===== config.mk =====
export PLATFORM = sky130hd
export DESIGN_NAME = hazard_ctrl
export DESIGN_NICKNAME = d
export VERILOG_FILES = /design/src/rtl/hazard_ctrl.sv
export SDC_FILE = /design/constraint.sdc
export NUM_CORES = 1
export LEC_CHECK = 0
export CAP_MARGIN = 40
export CELL_PAD_IN_SITES_DETAIL_PLACEMENT = 1
export CELL_PAD_IN_SITES_GLOBAL_PLACEMENT = 2
export CORE_MARGIN = 2
export CORE_UTILIZATION = 40
export CTS_CLUSTER_DIAMETER = 100
export CTS_CLUSTER_SIZE = 28
export DETAILED_ROUTE_END_ITERATION = 8
export DONT_BUFFER_PORTS = 1
export GPL_ROUTABILITY_DRIVEN = 0
export PLACE_DENSITY_LB_ADDON = 0.1
export SLEW_MARGIN = 25
export SYNTH_ARGS = -nofsm -noshare
export SYNTH_HDL_FRONTEND = slang
export SYNTH_SLANG_ARGS = --single-unit

===== constraint.sdc =====
create_clock -name clk -period 3.5 [get_ports clk]
set_input_delay 0.875 -clock clk [delete_from_list [all_inputs] [get_ports clk]]
set_output_delay 0.875 -clock clk [all_outputs]
set_load 0.005 [all_outputs]

===== src/rtl/hazard_ctrl.sv =====
// Pipeline hazard controller: load-use stalls, taken-branch flushes and
// multi-cycle multiply stalls, with a saturating stall-cycle counter.
//
// state    | meaning
// ---------+------------------------------------------------------------
// RUN      | normal issue; load-use, branch and multiply start detected
// FLUSH    | second squash cycle after a taken branch
// MUL_WAIT | front end frozen while the multiplier finishes
module hazard_ctrl #(
  parameter int unsigned MUL_CYCLES = 4
) (
  input  logic        clk,
  input  logic        rst_n,
  input  logic        ID_EX_MemRead,
  input  logic [4:0]  ID_EX_Rt,
  input  logic [4:0]  IF_ID_Rs,
  input  logic [4:0]  IF_ID_Rt,
  input  logic        Branch_Taken,
  input  logic        Mul_Start,
  output logic        PCWrite,
  output logic        IF_ID_Write,
  output logic        IF_ID_Flush,
  output logic        ID_EX_Bubble,
  output logic        Busy,
  output logic [15:0] Stall_Count
);

  typedef enum logic [1:0] {
    RUN      = 2'd0,
    FLUSH    = 2'd1,
    MUL_WAIT = 2'd2
  } state_t;

  // The RUN cycle that starts a multiply is the first stall cycle.
  localparam logic [3:0] CNT_LOAD = 4'(MUL_CYCLES - 2);

  state_t     state, state_nxt;
  logic [3:0] cnt, cnt_nxt;
  logic       br_pend, br_pend_nxt;
  logic       lu;

  assign lu = ID_EX_MemRead && (ID_EX_Rt != 5'd0) &&
              ((ID_EX_Rt == IF_ID_Rs) || (ID_EX_Rt == IF_ID_Rt));

  always_ff @(posedge clk or negedge rst_n) begin
    if (!rst_n) begin
      state   <= RUN;
      cnt     <= 4'd0;
      br_pend <= 1'b0;
    end else begin
      state   <= state_nxt;
      cnt     <= cnt_nxt;
      br_pend <= br_pend_nxt;
    end
  end

  always_comb begin
    state_nxt    = state;
    cnt_nxt      = cnt;
    br_pend_nxt  = br_pend;
    PCWrite      = 1'b1;
    IF_ID_Write  = 1'b1;
    IF_ID_Flush  = 1'b0;
    ID_EX_Bubble = 1'b0;
    Busy         = 1'b0;
    case (state)
      RUN: begin
        if (Branch_Taken) begin
          IF_ID_Flush  = 1'b1;
          ID_EX_Bubble = 1'b1;
          state_nxt    = FLUSH;
        end else if (Mul_Start) begin
          PCWrite      = 1'b0;
          IF_ID_Write  = 1'b0;
          ID_EX_Bubble = 1'b1;
          cnt_nxt      = CNT_LOAD;
          state_nxt    = MUL_WAIT;
        end else if (lu) begin
          PCWrite      = 1'b0;
          IF_ID_Write  = 1'b0;
          ID_EX_Bubble = 1'b1;
        end
      end
      FLUSH: begin
        IF_ID_Flush  = 1'b1;
        ID_EX_Bubble = 1'b1;
        state_nxt    = RUN;
      end
      MUL_WAIT: begin
        PCWrite      = 1'b0;
        IF_ID_Write  = 1'b0;
        ID_EX_Bubble = 1'b1;
        Busy         = 1'b1;
        // A branch seen on the exit cycle itself is honoured like a pending one.
        if (cnt == 4'd0) begin
          state_nxt   = (br_pend || Branch_Taken) ? FLUSH : RUN;
          br_pend_nxt = 1'b0;
        end else begin
          cnt_nxt     = cnt - 4'd1;
          br_pend_nxt = br_pend || Branch_Taken;
        end
      end
      default: begin
        state_nxt   = RUN;
        cnt_nxt     = 4'd0;
        br_pend_nxt = 1'b0;
      end
    endcase
    if (!rst_n) begin
      PCWrite      = 1'b0;
      IF_ID_Write  = 1'b0;
      IF_ID_Flush  = 1'b1;
      ID_EX_Bubble = 1'b1;
      Busy         = 1'b0;
    end
  end

  always_ff @(posedge clk or negedge rst_n) begin
    if (!rst_n) begin
      Stall_Count <= 16'd0;
    end else if (!PCWrite && (Stall_Count != 16'hFFFF)) begin
      Stall_Count <= Stall_Count + 16'd1;
    end
  end

endmodule


==> results_dict.tcl <==
set metrics [dict create \
    clkLatencyLatePin_ns 0.32 \
    start_util_pct 42.7 \
    post-place-ws_ns 0.584 \
    syn_avg_cell_area_um2 9.86 \
    path_max_fanout 7 \
    post_cts_resized 0 \
    cts_htree_levels 1 \
    cts_tree "built" \
    yosysSeqAreaShare_pct 39.5 \
    worstPathRequired_ns 2.62 \
    fin_crit_sh_pct 83.4 \
    p_int_mw 0.568 \
    area_delta_synth_final_pct 4.46 \
    regArea_um2 576 \
    drc 0 \
    final.min_clock_period_ns 2.92 \
    cts_hold_buf 0 \
    fp.dieArea_mm2 0.00415 \
    synth_top_flop_cell "dfrtp_1" \
    design.core.area_mm2 0.00342 \
    endpoint_kind "output pin" \
    cts.reportedPaths.clkPinSlew_ns 0.14 \
    fin_ws_ns 0.581 \
    ys_ff_latch 23 \
    grtUsageTotal_pct 17.7 \
    rsz0062_at_grt "false" \
    drv_slew 0 \
    cap_violations 0 \
    post_cts_buffers 0 \
    cts.sinks 23 \
    final_hold_viol_count 0 \
    syn-cell-area_mm2 0.00146 \
    netlist_instances 148 \
    fin_area_mm2 0.00152 \
    relSlewSlack_pct 62.7 \
    netlist.area_leader.share_pct 39.5 \
    post_dp_cell_area_mm2 0.00150 \
    leakagePower_nw 0.658 \
    diodes 0 \
    die_x_um 64.4 \
    ant_nets 0 \
    max_freq_ghz 0.343 \
    cp.arrival_ns 2.04 \
    routedWlPerCell_um 16.4 \
    fin_worst_skew_ns 0.00457 \
    pin_count 41 \
    final_nets 177 \
    pwr-share-seq_pct 43.3 \
    die_y_um 64.4 \
    yosysUniqueCellTypes 41 \
    power_switching_mw 0.430 \
    drive_above_1_share_pct 9.40 \
    status "finished clean" \
    critical_path_class "flip-flop to output pin" \
    power.density_mw_per_mm2 655 \
    avgViaCountPerCell 5.61 \
    p_comb_share_pct 43.5 \
    fill_cells 392 \
    clk_path_buf_depth 2 \
    rows 21 \
    synthTopCellsByCount "dfrtp_1, xnor2_1, nand2_1, nor2_1, xor2_1" \
    synth.most_common_cell "dfrtp_1" \
    cts_buffers 3 \
    power.share.clock_pct 13.2 \
    detail_route.iter0.violations 45 \
    grt_pass1_vias 1198 \
    gr-total-overflow 0 \
    first_pass_iters 4 \
    synth_edf_count 0 \
    tightest_slew_ns 0.557 \
    swShare_pct 43.1 \
    fin_tns_setup_ns 0 \
    setup_viol 0 \
    antenna_found_initial 0 \
    grt_max_degree 28 \
    ys.warnings.count 0 \
    cp-start-kind "flip-flop" \
    grt_pass1_wl_um 5680 \
    yosys.area.top_type "dfrtp_1" \
    via_count 1093 \
    multi_input_area_um2 830 \
    holdCritPathClass "primary input to async pin" \
    wl_um 3210 \
    dp_hpwl_um 2410 \
    synth_fp_nets 175 \
    cts_root_buf "clkbuf_4" \
    synth_area_leaders "dfrtp_1, xnor2_1, ha_1, xor2_1, nand4_1" \
    port-buffer-count 0 \
    synthArstFlopShare_pct 100 \
    peakVddDrop_mv 0.349 \
]
==> power groups by stage <==
| stage | Clock (mW) | Combinational (mW) | Sequential, mW |
|---|---|---|---|
| final | 0.132 | 0.435 | 0.432 |
| after global routing | 0.147 | 0.496 | 0.450 |
| after CTS | 0.140 | 0.443 | 0.434 |
| after detailed placement | 0 | 0.441 | 0.439 |
| after global placement | 0 | 0.418 | 0.433 |
| after floorplan | 0 | 0.365 | 0.413 |
==> area by class of cell <==
class                   count  share of cell area (%)
flip-flops and latches     23                    37.8
clock inverters             1                   0.328
well taps                  46                    3.78
repair buffers              1                   0.493
inverters                   7                    1.72
clock buffers               3                    1.48
multi-input cells         114                    54.4
==> placed cells by master (no fill, tap or decap), drive strengths merged <==
| cell type | n |
|---|---|
| or4 | 1 |
| a22o | 2 |
| nor3 | 5 |
| xnor2 | 15 |
| o2bb2a | 1 |
| o31ai | 2 |
| a41oi | 1 |
| a21o | 1 |
| or3 | 2 |
| nor2 | 11 |
| and3 | 3 |
| a22oi | 2 |
| ha | 7 |
| nand4 | 10 |
| a21oi | 4 |
| a32oi | 1 |
| nand2b | 2 |
| o21ai | 6 |
| a21boi | 1 |
| nand3 | 7 |
| xor2 | 10 |
| dfrtp | 23 |
| inv | 7 |
| nand3b | 1 |
| a311o | 1 |
| o21a | 1 |
| nor4 | 1 |
| clkinv | 1 |
| buf | 1 |
| nand2 | 13 |
| clkbuf | 3 |
| and4 | 1 |
| and2 | 2 |
==> flip-flops by register name, summed over array words and instances (netlist names) <==
name and cells:
br_pend 1, Stall_Count 16, cnt 4, state 2
==> worst max-delay path, stage by stage (launching register included) <==
cell	delay (ns)
dfrtp_1	0.43
inv_1	0.11
ha_1	0.31
a21boi_0	0.39
o21a_1	0.25
o31ai_4	0.10
inv_1	0.11
==> through the flow <==
step / hold slack (ns) / utilization (%) / power, mW / std cells
finish: 0.219 / 44.6 / 0.998 / 195
floorplan: 0.465 / - / 0.778 / 148
detailed placement: 0.505 / 43.8 / 0.880 / 191
CTS: 0.208 / 44.6 / 1.02 / 195
global placement: 0.499 / 43.8 / 0.851 / 191
global route: 0.200 / 44.6 / 1.09 / 195
==> kinds of logic (layout without fill, tap and decap cells) <==
logic type / Yosys count / in the layout / share of synthesized area (%)
AO/OA/AOI/OAI: 23 / 23 / 12.9
XOR/XNOR: 25 / 25 / 15.0
adder cells (fa/ha/maj): 7 / 7 / 6.00
buffers and inverters: 11 / 12 / 3.69
flip-flops: 23 / 23 / 39.5
AND/OR/NAND/NOR: 59 / 59 / 23.0
==> routing by layer <==
layer | track usage [%] | part of all wire, % | wire length [um]
met5 | 0 | 0 | 0
met4 | 6.38 | 1.6 | 52
met3 | 3.52 | 5.3 | 169
met2 | 28.8 | 47 | 1500
met1 | 23.2 | 46 | 1490
==> final timing paths <==
kind,start,to,slack (ns),cells past startpoint
setup / recovery,state[0],PCWrite,0.58,6
hold / removal,rst_n,cnt[2],0.22,0
setup reg to reg,state[0],Stall_Count[1],1.27,8
hold reg to reg,cnt[0],cnt[0],0.53,2
max in group asynchronous,rst_n,Stall_Count[10],3.20,0
min in group clk,cnt[0],cnt[0],0.53,2
Power figures use the tool's default switching activity.
